--- src/rtl/sp2_pkg.sv ---
// Constants and types shared by the rectangle fill engine and the ST7789V3 SPI driver.
package sp2_pkg;

    localparam int H_RES     = 320;
    localparam int V_RES     = 172;
    localparam int PIX_COUNT = H_RES * V_RES;

    typedef logic [15:0] rgb565_t;

    typedef enum logic [2:0] {
        IDLE,
        CLIP,
        SYNC_WAIT,
        FILL,
        DONE
    } fill_state_t;

endpackage

--- src/rtl/sp2_rect_fill.sv ---
// Solid RGB565 rectangle fill into the framebuffer: clips each command to the
// screen, optionally waits for end-of-frame, then writes one pixel per cycle.
module sp2_rect_fill #(
    parameter int H_RES     = sp2_pkg::H_RES,
    parameter int V_RES     = sp2_pkg::V_RES,
    parameter int PIX_COUNT = H_RES * V_RES,
    localparam int ADDR_W   = $clog2(PIX_COUNT)
) (
    input  logic              clk,
    input  logic              rst,
    input  logic              cmd_valid,
    output logic              cmd_ready,
    input  logic [8:0]        cmd_x,
    input  logic [7:0]        cmd_y,
    input  logic [9:0]        cmd_w,
    input  logic [8:0]        cmd_h,
    input  logic [15:0]       cmd_color,
    input  logic              cmd_sync,
    input  logic              frame_done,
    output logic              fb_we,
    output logic [ADDR_W-1:0] fb_waddr,
    output logic [15:0]       fb_wdata,
    output logic              busy,
    output logic              done
);

    import sp2_pkg::*;

    localparam logic [10:0] H_RES_W = 11'(H_RES);
    localparam logic [10:0] V_RES_W = 11'(V_RES);

    fill_state_t state_reg, state_next;

    logic [8:0]        x_reg;
    logic [7:0]        y_reg;
    logic [9:0]        w_reg;
    logic [8:0]        h_reg;
    rgb565_t           color_reg;
    logic              sync_reg;
    logic              sync_seen_reg;
    logic [10:0]       x_end_reg, y_end_reg;
    logic [8:0]        col_reg;
    logic [7:0]        row_reg;
    logic [ADDR_W-1:0] row_base_reg;

    logic              cmd_ready_reg, busy_reg, done_reg, fb_we_reg;
    logic [ADDR_W-1:0] fb_waddr_reg;
    rgb565_t           fb_wdata_reg;

    logic        accept;
    logic [10:0] x_sum, y_sum, x_end_clip, y_end_clip;
    logic        clip_empty, col_last, row_last;

    assign accept = cmd_valid && cmd_ready_reg && (state_reg == IDLE);

    // Sums are 11 bits wide so 511+1023 cannot wrap before the clamp.
    always_comb begin
        x_sum      = {2'b00, x_reg} + {1'b0, w_reg};
        y_sum      = {3'b000, y_reg} + {2'b00, h_reg};
        x_end_clip = (x_sum > H_RES_W) ? H_RES_W : x_sum;
        y_end_clip = (y_sum > V_RES_W) ? V_RES_W : y_sum;
        clip_empty = (w_reg == '0) || (h_reg == '0) ||
                     ({2'b00, x_reg} >= H_RES_W) || ({3'b000, y_reg} >= V_RES_W);
        col_last   = ({2'b00, col_reg} == x_end_reg - 11'd1);
        row_last   = ({3'b000, row_reg} == y_end_reg - 11'd1);
    end

    always_comb begin
        state_next = state_reg;
        case (state_reg)
            IDLE:      if (accept) state_next = CLIP;
            CLIP: begin
                if (clip_empty)    state_next = DONE;
                else if (sync_reg) state_next = SYNC_WAIT;
                else               state_next = FILL;
            end
            SYNC_WAIT: if (sync_seen_reg) state_next = FILL;
            FILL:      if (col_last && row_last) state_next = DONE;
            DONE:      state_next = IDLE;
            default:   state_next = IDLE;
        endcase
    end

    always_ff @(posedge clk) begin
        if (rst) begin
            state_reg     <= IDLE;
            x_reg         <= '0;
            y_reg         <= '0;
            w_reg         <= '0;
            h_reg         <= '0;
            color_reg     <= '0;
            sync_reg      <= 1'b0;
            sync_seen_reg <= 1'b0;
            x_end_reg     <= '0;
            y_end_reg     <= '0;
            col_reg       <= '0;
            row_reg       <= '0;
            row_base_reg  <= '0;
            cmd_ready_reg <= 1'b0;
            busy_reg      <= 1'b0;
            done_reg      <= 1'b0;
            fb_we_reg     <= 1'b0;
            fb_waddr_reg  <= '0;
            fb_wdata_reg  <= '0;
        end else begin
            state_reg     <= state_next;
            // Ready only re-arms after a full IDLE cycle, so it trails done by one.
            cmd_ready_reg <= (state_reg == IDLE) && (state_next == IDLE);
            busy_reg      <= (state_next != IDLE);
            done_reg      <= (state_reg == DONE);
            fb_we_reg     <= (state_reg == FILL);

            if (accept) begin
                x_reg         <= cmd_x;
                y_reg         <= cmd_y;
                w_reg         <= cmd_w;
                h_reg         <= cmd_h;
                color_reg     <= cmd_color;
                sync_reg      <= cmd_sync;
                sync_seen_reg <= 1'b0;
            end else if (((state_reg == CLIP) || (state_reg == SYNC_WAIT)) && frame_done) begin
                sync_seen_reg <= 1'b1;
            end

            if (state_reg == CLIP) begin
                x_end_reg    <= x_end_clip;
                y_end_reg    <= y_end_clip;
                row_base_reg <= ADDR_W'(int'(y_reg) * H_RES);
                col_reg      <= x_reg;
                row_reg      <= y_reg;
            end

            // Row stepping adds H_RES to the base instead of multiplying per row.
            if (state_reg == FILL) begin
                fb_waddr_reg <= row_base_reg + ADDR_W'(col_reg);
                fb_wdata_reg <= color_reg;
                if (col_last) begin
                    col_reg      <= x_reg;
                    row_reg      <= row_reg + 8'd1;
                    row_base_reg <= row_base_reg + ADDR_W'(H_RES);
                end else begin
                    col_reg <= col_reg + 9'd1;
                end
            end
        end
    end

    assign cmd_ready = cmd_ready_reg;
    assign busy      = busy_reg;
    assign done      = done_reg;
    assign fb_we     = fb_we_reg;
    assign fb_waddr  = fb_waddr_reg;
    assign fb_wdata  = fb_wdata_reg;

endmodule

--- config.mk ---
export PLATFORM = sky130hd
export DESIGN_NAME = sp2_rect_fill
export DESIGN_NICKNAME = d
export VERILOG_FILES = /design/src/rtl/sp2_pkg.sv /design/src/rtl/sp2_rect_fill.sv
export SDC_FILE = /design/constraint.sdc
export NUM_CORES = 1
export LEC_CHECK = 0
export CORE_MARGIN = 1
export CORE_UTILIZATION = 30
export CTS_BUF_LIST = sky130_fd_sc_hd__clkbuf_8
export DETAILED_ROUTE_END_ITERATION = 12
export SYNTH_ARGS = -nofsm -noshare
export SYNTH_HDL_FRONTEND = slang
export SYNTH_SLANG_ARGS = --single-unit
--- constraint.sdc ---
create_clock -name clk -period 2.7 [get_ports clk]
set_clock_uncertainty 0.1 [all_clocks]
set_input_delay 0.27 -clock clk [delete_from_list [all_inputs] [get_ports clk]]
set_output_delay 0.27 -clock clk [all_outputs]
set_load 0.1 [all_outputs]
After elaboration in Yosys (flattened, before gate mapping)
Cells that the tools add are included.
- logic and storage cells: 71
- flip-flop bits (word level): 148
- output and inout port bits: 36
- add/sub/neg operators: 8
- reduce and logical (&&, ||, !) cells: 16
- multiplexer cells: 17
- equal/unequal tests: 6
- $mul: 1
- order comparisons: 4
- operator list (kind ; count):
    $mux 16 ; 3
    $mux 9 ; 3
    $mux 8 ; 3
    $sub 11x1->11 const B ; 2
    $add 16x9->16 ; 1
    $add 16x9->16 const B ; 1
    $mux 3 ; 4
    $pmux 3 s4 ; 1
    $add 9x10->11 ; 1
    $eq 8x11->1 ; 1
    $eq 9x11->1 ; 1
    $gt 11x9->1 const B ; 1
    $mux 11 ; 1
    $add 8x9->10 ; 1
    $gt 10x8->1 const B ; 1
    $logic_not 10->1 ; 1
    $mul 8x3->10 const B ; 1
    $mux 10 ; 1
    $add 9x1->9 const B ; 1
    $ge 9x9->1 const B ; 1
    $logic_not 9->1 ; 1
    $add 8x1->8 const B ; 1
    $ge 8x8->1 const B ; 1
    $eq 3x2->1 const B ; 2
    9 further kinds ; 17

Logic depth before layout (Yosys ltp)
- word-level depth: 8
- depth in mapped cells: 12
- gate-level depth less buffers: 11

Least setup slack after synthesis
OpenSTA, ideal clock, no wires.
- kind: reg-to-reg
- start: reg y_reg[0]
- end: reg y_end_reg[0]
- library setup time: 61 ps
- path buffers: 0
- setup slack: -64 ps
- required time: 2539 ps
- stages on the path, launching flop included: 12
- clock period less this slack: 2764 ps
- arrival: 2603 ps
- path through: dfxtp_1 ha_1 inv_1 fa_1 nor2b_1 o21a_1 o211a_1 o31a_1 o32ai_1 or4_1 a211oi_2 a32o_1
- word-level cells in the longest chain between the ends: 3
- RTL lines (item ; line ; source):
    from (decl) ; sp2_rect_fill.sv:35 ; logic [7:0] y_reg;
    from (signal assigned) ; sp2_rect_fill.sv:115 ; y_reg <= cmd_y;
    $add 8x9->10 * ; sp2_rect_fill.sv:59 ; y_sum = {3'b000, y_reg} + {2'b00, h_reg};
    $gt 10x8->1 ; sp2_rect_fill.sv:61 ; y_end_clip = (y_sum > V_RES_W) ? V_RES_W : y_sum;
    $mux 10 * ; sp2_rect_fill.sv:61 ;
    to (signal assigned) ; sp2_rect_fill.sv:127 ; y_end_reg <= y_end_clip;
    to (decl) ; sp2_rect_fill.sv:41 ; logic [10:0] x_end_reg, y_end_reg;
Every way passes the cells marked *; elsewhere a longest branch is shown, timed or not.
A chain may end at the register's enable or synchronous reset.

Final worst setup path
- start: reg x_end_reg[1]
- end: reg row_base_reg[13]
- word-level cells in the longest chain between the ends: 4
- RTL lines (item ; line ; source):
    from (decl) ; sp2_rect_fill.sv:41 ;
    from (signal assigned) ; sp2_rect_fill.sv:126 ; x_end_reg <= x_end_clip;
    $sub 11x1->11 ; sp2_rect_fill.sv:64 ; col_last = ({2'b00, col_reg} == x_end_reg - 11'd1);
    $eq 9x11->1 ; sp2_rect_fill.sv:64 ;
    $mux 16 ; sp2_rect_fill.sv:137 ; if (col_last) begin
    $mux 16 ; sp2_rect_fill.sv:134 ; if (state_reg == FILL) begin
    to (signal assigned) ; sp2_rect_fill.sv:128 ; row_base_reg <= ADDR_W'(int'(y_reg) * H_RES);
    to (signal assigned) ; sp2_rect_fill.sv:140 ; row_base_reg <= row_base_reg + ADDR_W'(H_RES);
    to (decl) ; sp2_rect_fill.sv:44 ; logic [ADDR_W-1:0] row_base_reg;
Every way passes these cells.

==> flow_summary_export.csv <==
group,metric,value,unit
cells_and_area,layout_common_cells,"nand2_1 (181), dfxtp_1 (140), a21oi_1 (137)",
clock_network,cts_tree,"built",
cells_and_area,final_layout_size_suffix_gt1_share,21.6,%
clock_network,cts_max_level,4,
logic_synthesis,synth_cell_types,69,
outcome,failed_checks,"setup timing",
routing,wl,23400,µm
logic_synthesis,async_flop_share,0,%
die,start_util,30.9,%
sta,max_slew_margin,23.1,%
routing,drt-initial-drc-count,475,
pwr,powerDensity,480,nW/µm²
worst_setup_path,path_class,"reg2reg",
die,rows,58,
routing,route.detailed.drc,0,
logic_synthesis,synth-edff-count,0,
cells_and_area,antennaDiodeCount,0,
sta,rsz0062_at_grt,"true",
logic_synthesis,syn_area_per_cell,7.87,µm²
global_route,grt_pass1_vias,7114,
logic_synthesis,synth_area,7870,µm²
clock_network,clk_pin_slew_worst_paths,0.08,ns
routing,firstDrtPassIters,5,
placement,dp_cells,1446,
routing,vias,7580,
die,core,25500,µm²
clock_network,clk_root_buffer_cell,"clkbuf_8",
sta,finalSetupViolCount,22,
logic_synthesis,yosysWarnings,0,
logic_synthesis,synth_ff_type,"dfxtp_1",
worst_setup_path,slowest_delay,0.54,ns
global_route,grt_pass1_wl,36300,µm
worst_setup_path,cp-end-kind,"flop",
routing,antenna_left,0,
sta,post-route-period-util,105,%
die,pin_count,93,
placement,dp_hpwl,16600,µm
cells_and_area,synthToLayoutAreaGrowth,33.6,%
outcome,outcome,"finished, violations left",
cells_and_area,fin_nets,1253,
clock_network,clk_latency,0.46,ns
logic_synthesis,syn_inst,1000,
logic_synthesis,yosysSeqAreaShare,37.4,%
die,dieArea,26900,µm²
worst_setup_path,required,2.93,ns
worst_setup_path,cp_max_fo,5,
sta,fmax,354,MHz
sta,hold_viol,0,
sta,min_period,2.82,ns
pwr,leakage,4.15,nW
die,die_h,164,µm
worst_setup_path,critPathLaunchType,"flop",
routing,vias_per_cell,5.08,
placement,port_buffers,92,
clock_network,cts_num_sinks,147,
global_route,antenna_found_initial,0,
sta,finalSetupTns,-1.07,ns
worst_setup_path,critPathBufInv,1,
sta,drv_slew,0,
worst_setup_path,crit_chain,"inv_2, ha_4, or3b_4, or3b_4, a21oi_2, o32a_1, nand3_2, or4_4, nand3_2, a21oi_2",
worst_setup_path,crit_arrival,3.05,ns
routing,routedWlPerCell,15.7,µm
cells_and_area,layout_commonest_cell,"nand2_1",
sta,fin_ws,-0.125,ns
placement,place_congestion,0.876,
worst_setup_path,cp_slowest_cell,"or4_4",
clock_network,cts_buffers,17,
run,drv_cap,0,
sta,tightest_slew,1.15,ns
worst_setup_path,critical-path-top-delay-family,"simple AND/OR/NAND/NOR gates",
logic_synthesis,ys_seq_elements,147,
clock_network,clockBufferDepth,2,
min_path,hp-class,"in2reg",
cells_and_area,instances_no_fill,1492,
global_route,globalRouteTotalUtil,17.3,%
logic_synthesis,synth_nets,1104,
global_route,grt_max_degree,54,
global_route,grt-ovfl-total,0,
die,die_w,164,µm
pwr,ir_drop,0.000239,V
[synthesized netlist by cell type (3+ instances only)]
library cell / instances / share of area (%)
nand2_1: 181 / 8.6
a21oi_1: 149 / 9.5
dfxtp_1: 147 / 37
nor2_1: 60 / 2.9
clkbuf_1: 53 / 2.5
o21ai_0: 50 / 3.2
ha_1: 43 / 6.8
xnor2_1: 29 / 3.2
inv_1: 28 / 1.3
nor3_1: 26 / 1.7
nand3_1: 19 / 1.2
and3_1: 18 / 1.4
xor2_1: 17 / 1.9
nor2b_1: 12 / 0.95
nor4_1: 12 / 0.95
nor3b_1: 10 / 0.95
a21o_1: 9 / 0.86
a22o_1: 9 / 1.0
and2_1: 8 / 0.64
a211oi_1: 7 / 0.67
a31oi_1: 7 / 0.56
nand2b_1: 6 / 0.48
nand4_1: 6 / 0.48
or4_1: 6 / 0.57
mux2i_1: 5 / 0.64
o31ai_1: 5 / 0.48
fa_1: 4 / 1.0
o21bai_1: 4 / 0.38
or2_2: 4 / 0.32
or3_1: 4 / 0.32
a31o_2: 3 / 0.33
a41oi_1: 3 / 0.33
nand4b_1: 3 / 0.33
nor4b_1: 3 / 0.33
o211a_1: 3 / 0.38
o211ai_1: 3 / 0.29
o21a_1: 3 / 0.29
o311ai_0: 3 / 0.33
[metal layers]
metal	share of wire (%)	GRT usage, %	vias to the layer above
met1	45	21.3	3596
met3	3.0	2.95	18
met4	1.3	4.67	0
li1	-	-	3837
met2	51	30.9	129
met5	0	0	-
[worst min-delay path, cell delays in order]
cell and delay, ns:
buf_4 0.16, nor2b_1 0.15, a221o_1 0.16
[area by class of cell]
class / instances / area (µm²)
fill: 2599 / 15000
multi-input combinational: 770 / 5050
sequential: 147 / 2950
timing repair buffer: 185 / 1610
tap: 330 / 413
clock buffer: 19 / 262
clock inverter: 13 / 125
inverter: 28 / 105
[report_power, final]
| group | internal, mW | switching (mW) |
|---|---|---|
| logic | 0.435 | 0.583 |
| clock network | 0.790 | 0.903 |
| registers | 2.26 | 0.0818 |
| total | 3.48 | 1.57 |
[path summary, 6_finish.rpt]
| check | start | end | slack (ns) | cells after the start |
|---|---|---|---|---|
| worst max-delay path | x_end_reg[1] | row_base_reg[13] | -0.12 | 10 |
| worst min-delay path | rst | col_reg[8] | 0.23 | 3 |
| worst max register to register | x_end_reg[1] | row_base_reg[13] | -0.12 | 10 |
| worst min register to register | color_reg[3] | fb_wdata[3] | 0.35 | 2 |
[stage by stage]
step	power [mW]	setup slack [ns]	cell area [µm²]	util [%]	hold WS (ns)
6_report	5.05	-0.125	10500	41.3	0.232
5_1_grt	5.30	-0.222	10500	41.3	0.218
4_1_cts	5.05	-0.0331	10000	39.3	0.193
3_5_place_dp	3.33	-0.172	9530	37.4	0.344
3_3_place_gp	3.32	-0.0893	9530	37.4	0.336
2_1_floorplan	2.95	-0.0127	7880	-	0.306
[logic make-up (layout without fill, tap and decap cells)]
logic type               count (synthesis)  count (layout)  synth area share, %
AND/OR/NAND/NOR                        389             389                 23.4
AO/OA/AOI/OAI                          281             283                 21.5
flip-flops                             147             147                 37.4
buffers and inverters                   85             245                 4.15
adder cells (fa/ha/maj)                 47              47                 7.86
XOR/XNOR                                46              46                 5.12
multiplexers                             5               5                0.636
[repair_timing]
action,4_1_cts,5_1_grt
hold buffers,0,0
setup endpoints to repair,36,45
pin swaps,18,36
gates resized for setup,21,92
gates cloned,0,4
setup buffers,2,8
Power figures use the tool's default switching activity.
